===== config.mk =====
export PLATFORM = sky130hd
export DESIGN_NAME = game_controller
export DESIGN_NICKNAME = d
export VERILOG_FILES = /design/src/rtl/game_controller.sv
export SDC_FILE = /design/constraint.sdc
export NUM_CORES = 1
export LEC_CHECK = 0
export ABC_AREA = 1
export BUFFER_PORTS_ARGS = -buffer_cell sky130_fd_sc_hd__buf_2
export CORE_AREA = 2 2 88 90
export DETAILED_ROUTE_END_ITERATION = 10
export DIE_AREA = 0 0 90 92
export GPL_TIMING_DRIVEN = 1
export HOLD_SLACK_MARGIN = 0.05
export PLACE_DENSITY_LB_ADDON = 0.15
export SYNTH_ARGS = -nofsm -noshare
export SYNTH_HDL_FRONTEND = slang
export SYNTH_SLANG_ARGS = --single-unit

===== constraint.sdc =====
create_clock -name clock -period 3.38 [get_ports clock]
set_input_delay 0.676 -clock clock [delete_from_list [all_inputs] [get_ports clock]]
set_output_delay 0.676 -clock clock [all_outputs]
set_load 0.01 [all_outputs]

===== src/rtl/game_controller.sv =====
// FlippyBit game sequencer: runs idle/clear/play/miss/over phases, keeps score,
// best score, lives and difficulty level for the lane and display logic.
module game_controller #(
  parameter int LANES      = 3,
  parameter int SCORE_W    = 8,
  parameter int LIVES      = 3,
  parameter int OVER_HOLD  = 50000000,
  parameter int LEVEL_STEP = 10
) (
  input  logic                         clock,
  input  logic                         reset_button,
  input  logic                         start,
  input  logic [LANES-1:0]             game_over,
  input  logic [LANES-1:0]             correct,
  output logic                         reset_signal,
  output logic [SCORE_W-1:0]           score,
  output logic [SCORE_W-1:0]           best_score,
  output logic [$clog2(LIVES+1)-1:0]   lives,
  output logic [3:0]                   level,
  output logic                         new_best,
  output logic                         playing,
  output logic                         over
);

  localparam int LIFE_W = $clog2(LIVES + 1);
  localparam int HOLD_W = $clog2(OVER_HOLD + 1);
  localparam int CNT_W  = $clog2(LANES + 1);
  localparam logic [SCORE_W-1:0] SCORE_MAX = {SCORE_W{1'b1}};
  localparam logic [HOLD_W-1:0]  HOLD_LAST = HOLD_W'(OVER_HOLD - 1);

  typedef enum logic [2:0] {
    S_IDLE  = 3'd0,
    S_CLEAR = 3'd1,
    S_RUN   = 3'd2,
    S_POINT = 3'd3,
    S_MISS  = 3'd4,
    S_OVER  = 3'd5
  } state_t;

  state_t               state_r, state_next_s;
  logic [SCORE_W-1:0]   score_r, best_r, score_add_s;
  logic [LIFE_W-1:0]    lives_r;
  logic [3:0]           level_r, level_next_s;
  logic                 new_best_r;
  logic [HOLD_W-1:0]    hold_cnt_r;
  logic [CNT_W-1:0]     hits_s;
  logic [SCORE_W:0]     sum_s;
  logic [31:0]          quot_s;

  function automatic logic [CNT_W-1:0] popcount(input logic [LANES-1:0] v);
    logic [CNT_W-1:0] n;
    n = {CNT_W{1'b0}};
    for (int i = 0; i < LANES; i++) begin
      n = n + CNT_W'(v[i]);
    end
    return n;
  endfunction

  // Saturating score increment and level derived from the current score.
  always_comb begin
    hits_s = popcount(correct);
    sum_s  = {1'b0, score_r} + (SCORE_W + 1)'(hits_s);
    if (sum_s > {1'b0, SCORE_MAX}) begin
      score_add_s = SCORE_MAX;
    end else begin
      score_add_s = sum_s[SCORE_W-1:0];
    end
    quot_s = 32'(score_r) / 32'(LEVEL_STEP);
    if (quot_s > 32'd15) begin
      level_next_s = 4'd15;
    end else begin
      level_next_s = quot_s[3:0];
    end
  end

  // Next-state decode; a miss outranks a hit in the same cycle.
  always_comb begin
    state_next_s = state_r;
    case (state_r)
      S_IDLE:  if (start) state_next_s = S_CLEAR; else state_next_s = S_IDLE;
      S_CLEAR: state_next_s = S_RUN;
      S_RUN: begin
        if (|game_over)    state_next_s = S_MISS;
        else if (|correct) state_next_s = S_POINT;
        else               state_next_s = S_RUN;
      end
      S_POINT: state_next_s = S_RUN;
      S_MISS:  if (lives_r == {LIFE_W{1'b0}}) state_next_s = S_OVER; else state_next_s = S_RUN;
      S_OVER:  if (hold_cnt_r == HOLD_LAST) state_next_s = S_IDLE; else state_next_s = S_OVER;
      default: state_next_s = S_IDLE;
    endcase
  end

  // State register.
  always_ff @(posedge clock) begin
    if (reset_button) begin
      state_r <= S_IDLE;
    end else begin
      state_r <= state_next_s;
    end
  end

  // Score, lives, best-score and hold-counter bookkeeping.
  always_ff @(posedge clock) begin
    if (reset_button) begin
      score_r    <= {SCORE_W{1'b0}};
      best_r     <= {SCORE_W{1'b0}};
      lives_r    <= LIFE_W'(LIVES);
      level_r    <= 4'd0;
      new_best_r <= 1'b0;
      hold_cnt_r <= {HOLD_W{1'b0}};
    end else begin
      level_r <= level_next_s;
      case (state_r)
        S_CLEAR: begin
          score_r    <= {SCORE_W{1'b0}};
          lives_r    <= LIFE_W'(LIVES);
          level_r    <= 4'd0;
          new_best_r <= 1'b0;
          hold_cnt_r <= {HOLD_W{1'b0}};
        end
        S_RUN: begin
          if (|game_over) begin
            if (lives_r != {LIFE_W{1'b0}}) lives_r <= lives_r - LIFE_W'(1'b1);
          end else if (|correct) begin
            score_r <= score_add_s;
          end
        end
        S_MISS: begin
          if ((lives_r == {LIFE_W{1'b0}}) && (score_r > best_r)) begin
            best_r     <= score_r;
            new_best_r <= 1'b1;
          end
        end
        S_OVER: begin
          if (hold_cnt_r == HOLD_LAST) hold_cnt_r <= {HOLD_W{1'b0}};
          else                         hold_cnt_r <= hold_cnt_r + HOLD_W'(1'b1);
        end
        default: begin
          hold_cnt_r <= {HOLD_W{1'b0}};
        end
      endcase
    end
  end

  assign reset_signal = (state_r == S_CLEAR) || (state_r == S_MISS);
  assign playing      = (state_r == S_RUN) || (state_r == S_POINT) || (state_r == S_MISS);
  assign over         = (state_r == S_OVER);
  assign score        = score_r;
  assign best_score   = best_r;
  assign lives        = lives_r;
  assign level        = level_r;
  assign new_best     = new_best_r;

endmodule


======== Yosys cells after proc, flatten, opt, wreduce, memory -nomap -nowiden ========
Index checks and enable logic that the tools add are counted.
cells by class
  $add $sub $neg .......................... 5
  divide/modulo/power cells ............... 1
  $lt $le $gt $ge ......................... 3
  equality and inequality tests ........... 11
  multiplexer cells ....................... 18
  reductions and logical operators ........ 18
operators with widths
  kind                   number
  $pmux 26 s2            1
  $div 8x4->32 const B   1
  $gt 32x4->1 const B    1
  $add 26x1->26 const B  1
  $eq 26x26->1 const B   1
  $mux 26                1
  $mux 8                 3
  $pmux 8 s2             1
  $pmux 3 s5             1
  $ne 2x2->1 const B     5
  $add 8x2->9            1
  $gt 9x8->1 const B     1
  $mux 3                 3
  $gt 8x8->1             1
  $eq 3x2->1 const B     2
  $eq 3x3->1 const B     2
  $reduce_and 3->1       2
  $reduce_bool 2->1      3
  $reduce_or 2->1        3
  $reduce_or 3->1        2
  $mux 2                 2
  $mux 4                 1
  $pmux 2 s2             1
  $reduce_and 2->1       2
  other kinds (10)       14
storage, ports and cells
  flip-flop bits (word level) ............. 52
  bits of input ports ..................... 9
  output and inout port bits .............. 26
  word-level logic and storage cells ...... 63

======== Logic depth before layout (Yosys ltp) ========
  depth after elaboration ................. 8
  depth in mapped cells ................... 23
  gate-level depth less buffers ........... 22

======== Worst setup path before layout ========
No wires, ideal clock.
  path type ............................... input to register
  start point ............................. in correct[0]
  end point ............................... reg score_r[4], in the netlist score[4]
  setup time .............................. 0.070 ns
  arrival ................................. 2.629 ns
  data required time ...................... 3.310 ns
  slack ................................... 0.680 ns
  stages .................................. 13
  buffers on the path ..................... 0
  path through ............................ fa_1 > ha_1 > inv_1 > fa_1 > nor2_1 > nand2_1 > nor2_1 > inv_1 > nor2_1 > inv_1 > o21ai_0 > nand2_1 > a21oi_1
between the ends
  word-level cells in the longest chain between the ends .. 8
  elaborated cells between the ends (all ways) .. 11
  those cells by class .................... add/sub (3); order compare (1); eq/ne (1); mux (4); reduce/logical (2)
RTL lines
  item                    RTL line  text
  start: declaration      14        input logic [LANES-1:0] correct,
  $add 1x1->2             54        n = n + CNT_W'(v[i]);
  $add 2x1->2             54
  $add 8x2->9             62        sum_s = {1'b0, score_r} + (SCORE_W + 1)'(hits_s);
  $gt 9x8->1              63        if (sum_s > {1'b0, SCORE_MAX}) begin
  $mux 8                  63
  $mux 8                  125       end else if (|correct) begin
  $mux 8                  123       if (|game_over) begin
  $pmux 8 s2              114       case (state_r)
  end signal: assignment  106       score_r <= {SCORE_W{1'b0}};
  end signal: assignment  116       score_r <= {SCORE_W{1'b0}};
  end signal: assignment  126       score_r <= score_add_s;
  end: declaration        41        logic [SCORE_W-1:0] score_r, best_r, score_add_s;
Several ways; a longest one is shown, not always the timed one. The select of a mux whose other input is x is not followed.
A chain may end at the register's enable or synchronous reset.

======== Final worst setup path ========
  start point ............................. reg score_r[6], in the netlist score[6]
  end point ............................... reg level_r[0], in the netlist level[0]
between the ends
  word-level cells in the longest chain between the ends .. 3
RTL lines
  item                    RTL line  text
  $div 8x4->32 (*)        68        quot_s = 32'(score_r) / 32'(LEVEL_STEP);
  $gt 32x4->1             69        if (quot_s > 32'd15) begin
  $mux 4 (*)              69
  end signal: assignment  113       level_r <= level_next_s;
  end: declaration        43        logic [3:0] level_r, level_next_s;
Mark *: on every way between the ends. The rest lies on a longest branch, timed or not.

==> impl_metrics.csv <==
group,metric,value,unit
outcome,status,"completed",
grt,grt_pass1_wl,13.0,mm
sta,finalCritPeriodShare,79.7,%
pwr,leakage,0.00163,uW
cts,clk_pin_slew_worst_paths,100,ps
cts,cts_buffers,5,
critical_path,cp_common_cell,"nand2_1",
critical_path,path_class,"reg -> reg",
critical_path,cp_top_family,"simple AND/OR/NAND/NOR gates",
pwr,p_per_area,314,mW/mm^2
critical_path,reg2reg_depth,19,
sta,fin_setup_tns,0,ps
layout,final_nets,545,
synthesis,ys_top_cells_by_area,"dfxtp_1 (32%), nand2_1 (12%), inv_1 (9.5%)",
floorplanning,die_w,90,um
synthesis,ys_ff_latch,52,
drt,vias,3076,
critical_path,reg2reg_setup_slack,690,ps
floorplanning,dieHeight,92,um
place,hpwl,5.75,mm
sta,hold_viol,0,
synthesis,ys_seq_area_share,32.2,%
cts,clkSinkCount,52,
drt,drt_wl_total,7.33,mm
cts,cts_root_buf,"clkbuf_8",
drt,wl_per_cell,11.8,um
critical_path,cp_slowest_cell,"dfxtp_1",
cts,postCtsSetupRepairBufs,0,
drt,first_pass_iters,4,
critical_path,r2r_start,"score[6]",
critical_path,critPathBufInv,3,
synthesis,synth_edf_count,0,
cts,postCtsHoldBufs,0,
place,gp_congestion,0.849,
critical_path,r2r_end,"level[0]",
synthesis,synthDistinctLibCells,39,
sta,tightest_slew,1100,ps
cts,cts_tree,"yes",
sta,finalSetupViolCount,0,
sta,max_slew_margin,26.5,%
critical_path,crit_cells,19,
sta,rsz0062_at_grt,"no",
floorplanning,core_region_area,0.00745,mm^2
floorplanning,ios,35,
critical_path,crit_path_end_kind,"register",
sta,clock.fmax,371,MHz
worst_hold_path,hold_depth,2,
layout,drive_above_1_share,14.2,%
drt,drtAntennaViolNets,0,
flow_run,maxCapViolations,0,
critical_path,cp.required,3590,ps
worst_hold_path,hp-class,"reg -> reg",
cts,insertion_delay,310,ps
grt,grt-ovfl-total,0,
critical_path,critPathMaxFanout,11,
synthesis,yosys_warnings,0,
layout,multi_input_area,0.00181,mm^2
synthesis,syn_area,0.00323,mm^2
pwr,finalPower,1140,uW
worst_hold_path,holdPathEnd,"hold_cnt_r[25]",
grt,grt_pass1_vias,2937,
cts,cts.htree.levels,2,
floorplanning,initial_utilization,43.4,%
layout,antenna_cells,0,
floorplanning,rows,32,
cts,cts_resized,0,
layout,seq_area,0.00104,mm^2
synthesis,synthFlopType,"dfxtp_1",
pwr,ir_drop,0.151,mV
critical_path,arrival,2900,ps
floorplanning,dieArea,0.00828,mm^2
synthesis,yosysMostFrequentCell,"nand2_1",
synthesis,synth_top_cell_by_area,"dfxtp_1",
sta,fin_crit,2690,ps
synthesis,postSynthAreaPerCell,6.68,um^2
drt,drtIter0Drc,84,
place,portBuffers,34,
sta,final_max_slew_viol_count,0,
synthesis,synth_top_area_share,32.2,%
worst_hold_path,hp-start,"hold_cnt_r[25]",
drt,remaining_drc_errors,0,
grt,grt_usage,18.7,%
critical_path,max_stage_delay,580,ps
drt,avgViaCountPerCell,4.94,
sta,finalClockSkew,11.1,ps
layout,stdcell_area,0.00363,mm^2
grt,grt_antenna_before_repair,0,
place,place_area,0.00351,mm^2
cts,cts_buffer_depth,2,
synthesis,synth_nets,509,
synthesis,syn_inst,484,
grt,grt_max_degree,19,
synthesis,synthArstFlopShare,0,%
layout,synthToLayoutAreaGrowth,12.2,%
synthesis,synth_common_cells,"nand2_1 (100), inv_1 (82), dfxtp_1 (52)",
layout,nFillCells,816,
critical_path,crit_chain,"inv_1, nand2_1, ha_1, o21ai_1, nand3_1, nand2_1, nand3_2, nand2_4, nand3_2, nand2_1, nand2_1, inv_1, nand2_2, nand3_1, nand2_1, nand2_1, nand4_1, nand2_1, inv_1",
critical_path,cp-start-kind,"register",
worst max-delay path by stage:
stage,to,startpoint,slack [ps]
floorplan,score[4],correct[0],680
global placement,score[4],correct[0],380
detailed placement,score[3],correct[0],360
CTS,score[4],correct[0],690
global route,level[0],score[6],330
finish,level[0],score[6],690
worst reg2reg max path, stage by stage (launching register included):
cell and delay, ps:
dfxtp_1 580, inv_1 110, nand2_1 120, ha_1 250, o21ai_1 300, nand3_1 120, nand2_1 130, nand3_2 150
nand2_4 120, nand3_2 90, nand2_1 80, nand2_1 50, inv_1 60, nand2_2 60, nand3_1 90, nand2_1 60
nand2_1 50, nand4_1 70, nand2_1 70, inv_1 40
cell type report:
| cell class | instances | share of cell area, % |
|---|---|---|
| Tap cell | 102 | 3.52 |
| Sequential cell | 52 | 28.7 |
| Clock inverter | 3 | 1.28 |
| Inverter | 88 | 9.17 |
| Clock buffer | 5 | 1.90 |
| Timing Repair Buffer | 38 | 5.52 |
| Multi-Input combinational cell | 335 | 49.9 |
metrics by stage:
step | cells | hold slack (ps) | utilization, % | worst slack (ps)
2_1_floorplan | 484 | 445 | - | 680
3_3_place_gp | 615 | 453 | 47.2 | 381
3_5_place_dp | 615 | 462 | 47.2 | 361
4_1_cts | 623 | 478 | 48.7 | 693
5_1_grt | 623 | 499 | 48.7 | 327
6_report | 623 | 476 | 48.7 | 687
metal layers:
layer  vias up  GRT usage, %  wire length, um
met5         -             0                0
met4         0          4.36               59
met3         6          2.96              177
met2        34          35.0             3770
met1      1401          22.4             3320
li1       1635             -                -
cells in the final DEF, fill, tap and decap left out, drive strengths merged, types with 2 or more instances in the layout:
cell      n
a21oi    35
clkbuf    5
buf      38
dfxtp    52
nand4     8
nand2   112
nand3    26
xnor2     2
fa        2
a31oi     2
nor2     52
xor2      9
a221oi    3
inv      88
o211ai    3
a211oi    4
o21ai    30
nor4      5
ha       14
nor3     23
where the power goes:
group / internal [uW] / switching, uW
clock network: 223 / 215
logic: 25.5 / 52.9
registers: 618 / 3.72
cell families after synthesis:
kind of cell,after synthesis,synth area share [%]
AO/OA/AOI/OAI,81,14.2
XOR/XNOR,11,2.98
adder cells (fa/ha/maj),16,6.66
buffers and inverters,97,11.8
flip-flops,52,32.2
AND/OR/NAND/NOR,227,32.2
flip-flops by register name, summed over array words and instances (netlist names):
name,count
lives,2
level,4
state_r,3
best_score,8
score,8
new_best,1
hold_cnt_r,26
No activity file was read; power rests on OpenSTA's default activity.
